===== src/rtl/mem_ctrl_pkg.sv =====
// Shared types and constants for the byte-serial memory controller.
// Holds the FSM state encoding, requester tags and access-length decode.
package mem_ctrl_pkg;

  localparam int ADDR_LEN = 32;
  localparam int REG_LEN  = 32;

  typedef enum logic [1:0] {
    ST_IDLE  = 2'd0,
    ST_READ  = 2'd1,
    ST_WRITE = 2'd2,
    ST_DONE  = 2'd3
  } state_e;

  typedef enum logic {
    PORT_DATA = 1'b0,
    PORT_IF   = 1'b1
  } port_e;

  // Any length code other than 1 or 2 bytes is served as a full word.
  function automatic logic [2:0] len_decode(input logic [2:0] nb);
    logic [2:0] len;
    case (nb)
      3'b001:  len = 3'd1;
      3'b010:  len = 3'd2;
      default: len = 3'd4;
    endcase
    return len;
  endfunction

endpackage


===== src/rtl/mem_ctrl.sv =====
// Byte-serial controller between the pipeline and a single-port 8-bit RAM.
// Data port wins over instruction fetch; completion is a one-cycle done pulse.
module mem_ctrl
  import mem_ctrl_pkg::*;
(
  input  logic                clk,
  input  logic                rst_n,
  input  logic                rdy,
  input  logic                if_req_i,
  input  logic [ADDR_LEN-1:0] if_addr_i,
  output logic [REG_LEN-1:0]  inst_o,
  output logic                if_enable_o,
  input  logic [ADDR_LEN-1:0] mem_addr_i,
  input  logic                load_or_not,
  input  logic                store_or_not,
  input  logic [2:0]          num_of_bytes,
  input  logic [REG_LEN-1:0]  store_data,
  output logic [REG_LEN-1:0]  load_data,
  output logic                mem_enable,
  output logic [ADDR_LEN-1:0] ram_a,
  output logic [7:0]          ram_dout,
  output logic                ram_wr,
  input  logic [7:0]          ram_din
);

  state_e              state_q;
  port_e               port_q;
  logic [2:0]          cnt_q;
  logic [2:0]          len_q;
  logic [ADDR_LEN-1:0] base_q;
  logic [REG_LEN-1:0]  wdata_q;
  logic [REG_LEN-1:0]  rbuf_q;
  logic [ADDR_LEN-1:0] ram_a_q;
  logic [7:0]          ram_dout_q;
  logic                ram_wr_q;
  logic [REG_LEN-1:0]  load_data_q;
  logic [REG_LEN-1:0]  inst_q;
  logic                mem_en_q;
  logic                if_en_q;

  logic [2:0]          cnt_d;
  logic [ADDR_LEN-1:0] next_addr_d;
  logic [REG_LEN-1:0]  rbuf_d;
  logic [7:0]          wbyte_d;

  assign cnt_d       = cnt_q + 3'd1;
  assign next_addr_d = base_q + {29'd0, cnt_d};

  // Byte returned now belongs to the address issued one cycle earlier (index cnt-1).
  always_comb begin
    rbuf_d = rbuf_q;
    case (cnt_q)
      3'd1:    rbuf_d[7:0]   = ram_din;
      3'd2:    rbuf_d[15:8]  = ram_din;
      3'd3:    rbuf_d[23:16] = ram_din;
      3'd4:    rbuf_d[31:24] = ram_din;
      default: rbuf_d        = rbuf_q;
    endcase
  end

  // Payload byte for the next write cycle.
  always_comb begin
    case (cnt_d[1:0])
      2'd0:    wbyte_d = wdata_q[7:0];
      2'd1:    wbyte_d = wdata_q[15:8];
      2'd2:    wbyte_d = wdata_q[23:16];
      default: wbyte_d = wdata_q[31:24];
    endcase
  end

  // Arbiter, sequencer and output registers; everything freezes while rdy is low.
  always_ff @(posedge clk or negedge rst_n) begin
    if (!rst_n) begin
      state_q     <= ST_IDLE;
      port_q      <= PORT_DATA;
      cnt_q       <= 3'd0;
      len_q       <= 3'd0;
      base_q      <= 32'd0;
      wdata_q     <= 32'd0;
      rbuf_q      <= 32'd0;
      ram_a_q     <= 32'd0;
      ram_dout_q  <= 8'd0;
      ram_wr_q    <= 1'b0;
      load_data_q <= 32'd0;
      inst_q      <= 32'd0;
      mem_en_q    <= 1'b0;
      if_en_q     <= 1'b0;
    end else if (rdy) begin
      case (state_q)
        ST_IDLE: begin
          mem_en_q <= 1'b0;
          if_en_q  <= 1'b0;
          ram_wr_q <= 1'b0;
          if (load_or_not || store_or_not) begin
            base_q  <= mem_addr_i;
            len_q   <= len_decode(num_of_bytes);
            wdata_q <= store_data;
            port_q  <= PORT_DATA;
            cnt_q   <= 3'd0;
            rbuf_q  <= 32'd0;
            ram_a_q <= mem_addr_i;
            if (store_or_not) begin
              ram_dout_q <= store_data[7:0];
              ram_wr_q   <= 1'b1;
              state_q    <= ST_WRITE;
            end else begin
              state_q <= ST_READ;
            end
          end else if (if_req_i) begin
            base_q  <= if_addr_i;
            len_q   <= 3'd4;
            port_q  <= PORT_IF;
            cnt_q   <= 3'd0;
            rbuf_q  <= 32'd0;
            ram_a_q <= if_addr_i;
            state_q <= ST_READ;
          end
        end
        ST_READ: begin
          cnt_q  <= cnt_d;
          rbuf_q <= rbuf_d;
          if (cnt_q == len_q) begin
            state_q <= ST_DONE;
            if (port_q == PORT_DATA) begin
              load_data_q <= rbuf_d;
              mem_en_q    <= 1'b1;
            end else begin
              inst_q  <= rbuf_d;
              if_en_q <= 1'b1;
            end
          end else if (cnt_d < len_q) begin
            ram_a_q <= next_addr_d;
          end
        end
        ST_WRITE: begin
          if (cnt_d < len_q) begin
            cnt_q      <= cnt_d;
            ram_a_q    <= next_addr_d;
            ram_dout_q <= wbyte_d;
            ram_wr_q   <= 1'b1;
          end else begin
            ram_wr_q <= 1'b0;
            mem_en_q <= 1'b1;
            state_q  <= ST_DONE;
          end
        end
        ST_DONE: begin
          mem_en_q <= 1'b0;
          if_en_q  <= 1'b0;
          cnt_q    <= 3'd0;
          state_q  <= ST_IDLE;
        end
        default: state_q <= ST_IDLE;
      endcase
    end
  end

  assign ram_a       = ram_a_q;
  assign ram_dout    = ram_dout_q;
  assign ram_wr      = ram_wr_q & rdy;
  assign load_data   = load_data_q;
  assign inst_o      = inst_q;
  assign mem_enable  = mem_en_q;
  assign if_enable_o = if_en_q;

endmodule


===== config.mk =====
export PLATFORM = sky130hd
export DESIGN_NAME = mem_ctrl
export DESIGN_NICKNAME = d
export VERILOG_FILES = /design/src/rtl/mem_ctrl_pkg.sv /design/src/rtl/mem_ctrl.sv
export SDC_FILE = /design/constraint.sdc
export NUM_CORES = 1
export LEC_CHECK = 0
export ABC_CLOCK_PERIOD_IN_PS = 2600
export CAP_MARGIN = 20
export CORE_MARGIN = 8
export CORE_UTILIZATION = 40
export CTS_CLUSTER_DIAMETER = 40
export DETAILED_ROUTE_END_ITERATION = 8
export GPL_TIMING_DRIVEN = 1
export PLACE_DENSITY = 0.79
export REMOVE_ABC_BUFFERS = 1
export SLEW_MARGIN = 25
export SYNTH_ARGS = -nofsm -noshare
export SYNTH_HDL_FRONTEND = slang
export SYNTH_SLANG_ARGS = --single-unit
export TNS_END_PERCENT = 30

===== constraint.sdc =====
create_clock -name clk -period 2.6 [get_ports clk]
set_input_delay 0.52 -clock clk [delete_from_list [all_inputs] [get_ports clk]]
set_output_delay 0.52 -clock clk [all_outputs]
set_load 0.005 [all_outputs]

==> results.tsv, run 1 <==
metric	value	unit
status	finished, violations left	
failing checks	setup timing	
Die H	176.5	um
Bufs and invs on worst path	3	
vias after detailed routing	8347	
Fin. Hold Viols	0	
Netlist cell types	62	
fraction of layout cells with a size suffix above 1	20.31	%
Net Switching	6.467	mW
CTS sink cnt	212	
Startpoint Class	flip-flop	
n_diodes	0	
initial drt markers	556	
Setup WS post-layout	-0.01300	ns
Final period util	100.5	%
DR pass1 iterations	5	
initial antenna violation count	0	
asr flop ratio synth	100.0	%
core box area	25250	um^2
top_reg_cell synth	dfrtp_1	
RSZ-0062 raised after global routing	true	
top cells by area, synth	dfrtp_1, mux2i_1, mux2_2	
CTS tree	built	
H-tree depth	1	
pwr/cell area	1247	nW/um^2
nets	1327	
Clock Tree Buf Depth	3	
worst min-delay path class	primary input to async pin	
Die Wd	176.5	um
max-slew violations	0	
CP Class	flip-flop to flip-flop	
WP depth	11	
Total GRT Usage	17.76	%
setup tns final	-0.01496	ns
mapped cell area	10300	um^2
vias in the first global route	8476	
Critical Path Sink	ram_a[21]$_DFFE_PN0P_	
Critical Path Start	cnt_q[0]$_DFFE_PN0P_	
Placer Congestion	0.8626	
Fmax	0.3827	GHz
clock network power share	23.1	%
post-synthesis cell count	950	
dpl hpwl	20910	um
Setup Viol. Count Final	2	
worst r2r dst	ram_a[21]$_DFFE_PN0P_	
R2R setup slack	-0.01	ns
Max Cap Viol	0	
Top Ports	220	
grt total ovfl	0	
max incr delay on CP	0.47	ns
Initial Utilization	40.80	%
IO Port Bufs	219	
Req. time, crit path	3.07	ns
ANT nets after route	0	
CP Capture Type	flip-flop	
slowest CP cell	or4_1	
worst-path cell chain	ha_4 > ha_4 > inv_4 > ha_4 > a21oi_4 > buf_6 > buf_4 > a21o_4 > or4_1 > nand3_1 > a22o_1	
Die ar.	31150	um^2
worst r2r path cells	11	
Max FO, Critical Path	6	
Slew Limit Headroom	53.02	%
worst clock skew	0.01211	ns
Post-synth EDFFs	0	
Avg Vias per Cell	5.382	
Cell Count, Final, Fillers Out	1551	
Routed WL	29030	um
most used cell, CP	ha_4	
sequential cell area fraction in the yosys report	51.48	%
worst-margin pin slew	0.7046	ns
first-pass GRT wire length	45460	um
placed cell count	1490	
synthesized area per cell	10.85	um^2
sw frac	35.72	%
RR Startpoint	cnt_q[0]$_DFFE_PN0P_	
hold_buf cts	0	
sequential share of power	32.8	%
clk slew on worst S/H paths	0.06	ns
Tmin final	2.613	ns
Yosys Warn Count	0	
Synth top area share	51.48	%
worst skew pair latency	0.53	ns
Comb pwr share	44.1	%
std cell rows	58	
Syn-to-layout area delta	40.92	%
DRC viols	0	
#FFs+latches synth	212	
CP top delay family	adder cells	
post-synth top area cell	dfrtp_1	
Crit path arrival time	3.08	ns
CTS Buf Count	30	
clock root buffer	clkbuf_16	
largest net degree at the start of global routing	94	
cell with the most instances after synthesis	dfrtp_1	
Commonest cells post-synth	dfrtp_1, nand2_1, mux2i_1	
VDD IR-drop max	0.7104	mV
Leak Pwr	6.204	nW
internal power	11.64	mW
routed len/inst	18.71	um
## sequential cells by signal (all words and copies together) (netlist names)
signal / cells
mem_enable: 1
if_enable_o: 1
state_q: 2
port_q: 1
len_q: 3
rbuf_q: 32
wdata_q: 32
load_data: 32
base_q: 32
cnt_q: 3
inst_o: 32
ram_a: 32
ram_wr_q: 1
ram_dout: 8
## cell usage in the layout, fill, tap and decap left out, types with 15 or more instances in the layout
cell	instances
mux2i_1	71
nand2_1	102
o21ai_2	28
dfrtp_1	212
a22o_1	43
a21oi_1	56
nor2_1	49
clkbuf_16	31
inv_1	15
mux2_2	51
clkdlybuf4s50_1	218
buf_4	49
o21ai_0	55
nand3_1	15
## timing repair
item | in CTS | in global routing
gates cloned | 0 | 0
setup buffers | 0 | 5
endpoints found under the setup margin | 20 | 32
pin swaps | 4 | 24
gates resized for setup | 11 | 46
## area by class of cell
type | instances | area, um^2
Fill cell | 2088 | 10730
Sequential cell | 212 | 5305
Multi-Input combinational cell | 654 | 4881
Timing Repair Buffer | 281 | 2799
Clock buffer | 35 | 820.8
Tap cell | 330 | 412.9
Clock inverter | 21 | 232.7
Inverter | 18 | 70.07
## per-layer routing
metal,track usage [%],up-vias,routed length [um]
met5,0,-,0
met4,4.729,0,565
met3,4.166,41,2181
met2,29.33,299,13780
met1,23.07,4055,12500
li1,-,3952,-
## power by group through the flow
stage	Clock, mW	Sequential [mW]	Combinational, mW
2_1_floorplan	0	5.73	4.00
3_3_place_gp	0	5.87	7.26
3_5_place_dp	0	5.93	7.50
4_1_cts	4.26	5.91	7.65
5_1_grt	4.40	6.13	8.71
6_report	4.18	5.95	7.98
## how the worst min path moves through the flow
stage                         startpoint                         to  slack [ns]  cells after the start
2_1_floorplan                      rst_n      base_q[0]$_DFFE_PN0P_        0.22                      0
3_3_place_gp   load_data[27]$_DFFE_PN0P_  load_data[27]$_DFFE_PN0P_        0.46                      2
3_5_place_dp    load_data[3]$_DFFE_PN0P_   load_data[3]$_DFFE_PN0P_        0.47                      2
4_1_cts                            rst_n      inst_o[0]$_DFFE_PN0P_        0.03                      1
5_1_grt                            rst_n     inst_o[25]$_DFFE_PN0P_        0.07                      1
6_report                           rst_n     inst_o[24]$_DFFE_PN0P_        0.03                      1
## per-stage QoR
step / setup slack (ns) / area, um^2 / utilization (%) / hold slack [ns] / power, mW
2_1_floorplan: -2.426 / 9980 / - / 0.2244 / 9.737
3_3_place_gp: -0.07040 / 13170 / 52.16 / 0.4607 / 13.12
3_5_place_dp: -0.1055 / 13170 / 52.16 / 0.4665 / 13.43
4_1_cts: -0.01808 / 14280 / 56.53 / 0.03422 / 17.82
5_1_grt: -0.09266 / 14520 / 57.50 / 0.07295 / 19.24
6_report: -0.01300 / 14520 / 57.50 / 0.02535 / 18.11
## cells by family (layout without fill, tap and decap cells)
| logic type | Yosys count | after routing | synth area share [%] |
|---|---|---|---|
| compound gates | 249 | 249 | 16.74 |
| flops | 212 | 212 | 51.48 |
| xor+xnor | 15 | 15 | 1.275 |
| fa+ha+maj | 17 | 17 | 2.137 |
| buf+inv | 84 | 355 | 3.813 |
| simple gates | 244 | 244 | 11.32 |
| mux | 129 | 129 | 13.23 |
Note: power is estimated with default switching activity, not from simulation.
==> inputs of run 2 (changes only) <==
--- a/config.mk
+++ b/config.mk
@@ -8,11 +8,11 @@
 export ABC_CLOCK_PERIOD_IN_PS = 2600
 export CAP_MARGIN = 20
 export CORE_MARGIN = 8
-export CORE_UTILIZATION = 40
+export CORE_UTILIZATION = 39
 export CTS_CLUSTER_DIAMETER = 40
 export DETAILED_ROUTE_END_ITERATION = 8
 export GPL_TIMING_DRIVEN = 1
-export PLACE_DENSITY = 0.79
+export PLACE_DENSITY = 0.77
 export REMOVE_ABC_BUFFERS = 1
 export SLEW_MARGIN = 25
 export SYNTH_ARGS = -nofsm -noshare
==> run 2 against run 1 <==
Against the previous run: the run still ends with setup timing left; worst setup slack worse by 0.036 ns; routed wire length rose by 0.20%; worst hold slack improved by 0.45 ns; clock-buffer cell count is 1 lower; power fell by 0.66%; first-iteration DRC count is 3.8% higher; design area fell by 0.48%; core utilization shrank 1.9 points; maximum frequency shrank 1.4%; critical path depth fell by 1.
==> results.tsv, run 2 (synthesis gave the netlist of run 1 again) <==
metric	value	unit	change
fraction of layout cells with a size suffix above 1	19.46	%	was 20.31%
ANT nets after route	0		unchanged
failing checks	setup timing		unchanged
Setup Viol. Count Final	5		was 2
Die Wd	178.6	um	was 176.5 um
RSZ-0062 raised after global routing	true		unchanged
VDD IR-drop max	0.9753	mV	was 0.7104 mV
Cell Count, Final, Fillers Out	1553		was 1551
Setup WS post-layout	-0.04932	ns	was -0.01300 ns
Total GRT Usage	17.75	%	was 17.76%
initial drt markers	577		was 556
Hold Slack	0.4774	ns	was 0.02535 ns
routed len/inst	18.73	um	was 18.71 um
worst min-delay path class	flip-flop to flip-flop		was primary input to async pin
Max FO, Critical Path	5		was 6
Die ar.	31880	um^2	was 31150 um^2
worst clock skew	0.01553	ns	was 0.01211 ns
initial antenna violation count	2		was 0
number of fill cells in the layout	2167		was 2088
commonest non-fill, non-tap cells in the layout	clkdlybuf4s50_1, dfrtp_1, nand2_1		unchanged
clock network power share	23.3	%	was 23.1%
Routed WL	29080	um	was 29030 um
worst skew pair latency	0.54	ns	was 0.53 ns
grt total ovfl	0		unchanged
DRC viols	0		unchanged
pre-CTS WS	-0.1808	ns	was -0.1055 ns
n_diodes	0		unchanged
Slew Limit Headroom	57.23	%	was 53.02%
Startpoint Class	flip-flop		unchanged
Avg Vias per Cell	5.359		was 5.382
Req. time, crit path	3.02	ns	was 3.07 ns
setup tns final	-0.09600	ns	was -0.01496 ns
clk slew on worst S/H paths	0.06	ns	about the same
commonest non-fill, non-tap cell in the layout	clkdlybuf4s50_1		unchanged
Fmax	0.3775	GHz	was 0.3827 GHz
clock root buffer	clkbuf_16		unchanged
CTS sink cnt	212		unchanged
worst-margin pin slew	0.6408	ns	was 0.7046 ns
CTS tree	built		unchanged
Top Ports	220		unchanged
H-tree depth	1		unchanged
total power draw	17.99	mW	was 18.11 mW
CTS Buf Count	31		was 30
Die H	178.6	um	was 176.5 um
Max Cap Viol	0		unchanged
Final period util	101.9	%	was 100.5%
largest net degree at the start of global routing	70		was 94
Leak Pwr	6.148	nW	was 6.204 nW
placed cell count	1493		was 1490
nets	1325		was 1327
Crit path arrival time	3.07	ns	was 3.08 ns
Syn-to-layout area delta	40.24	%	was 40.92%
IO Port Bufs	219		unchanged
Tmin final	2.649	ns	was 2.613 ns
sequential share of power	33.0	%	was 32.8%
vias in the first global route	8571		was 8476
Comb pwr share	43.6	%	was 44.1%
std cell rows	59		was 58
Util after Layout	55.61	%	was 57.50%
Net Switching	6.458	mW	was 6.467 mW
Final Cell Area	14450	um^2	was 14520 um^2
Clock Tree Buf Depth	3		unchanged
CP Class	flip-flop to flip-flop		unchanged
CP Capture Type	flip-flop		unchanged
Placer Congestion	0.8793		was 0.8626
Fin. Hold Viols	0		unchanged
max-slew violations	0		unchanged
pwr/cell area	1245	nW/um^2	was 1247 nW/um^2
vias after detailed routing	8323		was 8347
sw frac	35.90	%	was 35.72%
internal power	11.53	mW	was 11.64 mW
status	finished, violations left		unchanged
DP Area	13160	um^2	was 13170 um^2
core box area	25980	um^2	was 25250 um^2
Initial Utilization	39.66	%	was 40.80%
dpl hpwl	20840	um	was 20910 um
first-pass GRT wire length	45760	um	was 45460 um
DR pass1 iterations	5		unchanged
==> run 2: layout make-up <==
class                      count  area (um^2)  area share (%)
clock inverter                22        256.5           1.775
multi-input combinational    654         4827           33.40
sequential                   212         5305           36.71
timing repair buffer         278         2779           19.23
tap                          335        419.2           2.900
clock buffer                  34        797.0           5.515
inverter                      18        67.56          0.4675
==> run 2: power groups by stage <==
stage | combinational (mW) | sequential, mW | clock (mW)
after floorplan | 4.00 | 5.73 | 0
after CTS | 7.68 | 5.92 | 4.26
after detailed placement | 7.45 | 5.94 | 0
final | 7.85 | 5.94 | 4.19
after global routing | 8.57 | 6.14 | 4.40
after global placement | 7.26 | 5.87 | 0
==> run 2: metal layers <==
| metal | part of all wire, % | wire length, um | GRT usage, % |
|---|---|---|---|
| met5 | 0.093 | 27 | 0 |
| met3 | 7.2 | 2102 | 4.107 |
| met4 | 1.8 | 538 | 4.340 |
| met1 | 43 | 12400 | 22.99 |
| met2 | 48 | 14010 | 29.56 |
==> run 2: final timing paths <==
path	depth (start not counted)	slack (ns)	startpoint	end
min reg2reg	2	0.48	ram_a[16]$_DFFE_PN0P_	ram_a[16]$_DFFE_PN0P_
max reg2reg	10	-0.05	cnt_q[0]$_DFFE_PN0P_	ram_a[31]$_DFFE_PN0P_
min in group asynchronous	2	0.53	rst_n	load_data[24]$_DFFE_PN0P_
max in group asynchronous	3	1.30	rst_n	ram_a[10]$_DFFE_PN0P_
min	2	0.48	ram_a[16]$_DFFE_PN0P_	ram_a[16]$_DFFE_PN0P_
max	10	-0.05	cnt_q[0]$_DFFE_PN0P_	ram_a[31]$_DFFE_PN0P_
==> run 2: what timing repair did <==
item / in CTS / in global routing
setup buffers: 2 / 1
gates resized for setup: 17 / 21
hold buffers: 1 / 0
setup endpoints to repair: 18 / 38
pin swaps: 5 / 22
endpoints found under the hold margin: 61 / 0
==> run 2: critical path, cell delays in order (launching register included) <==
cell       delay [ns]
dfrtp_1          0.41
ha_2             0.21
ha_4             0.27
inv_2            0.05
ha_4             0.33
a21oi_4          0.09
a2111oi_4        0.38
buf_4            0.20
nand4_1          0.11
xnor2_1          0.17
a221o_1          0.30
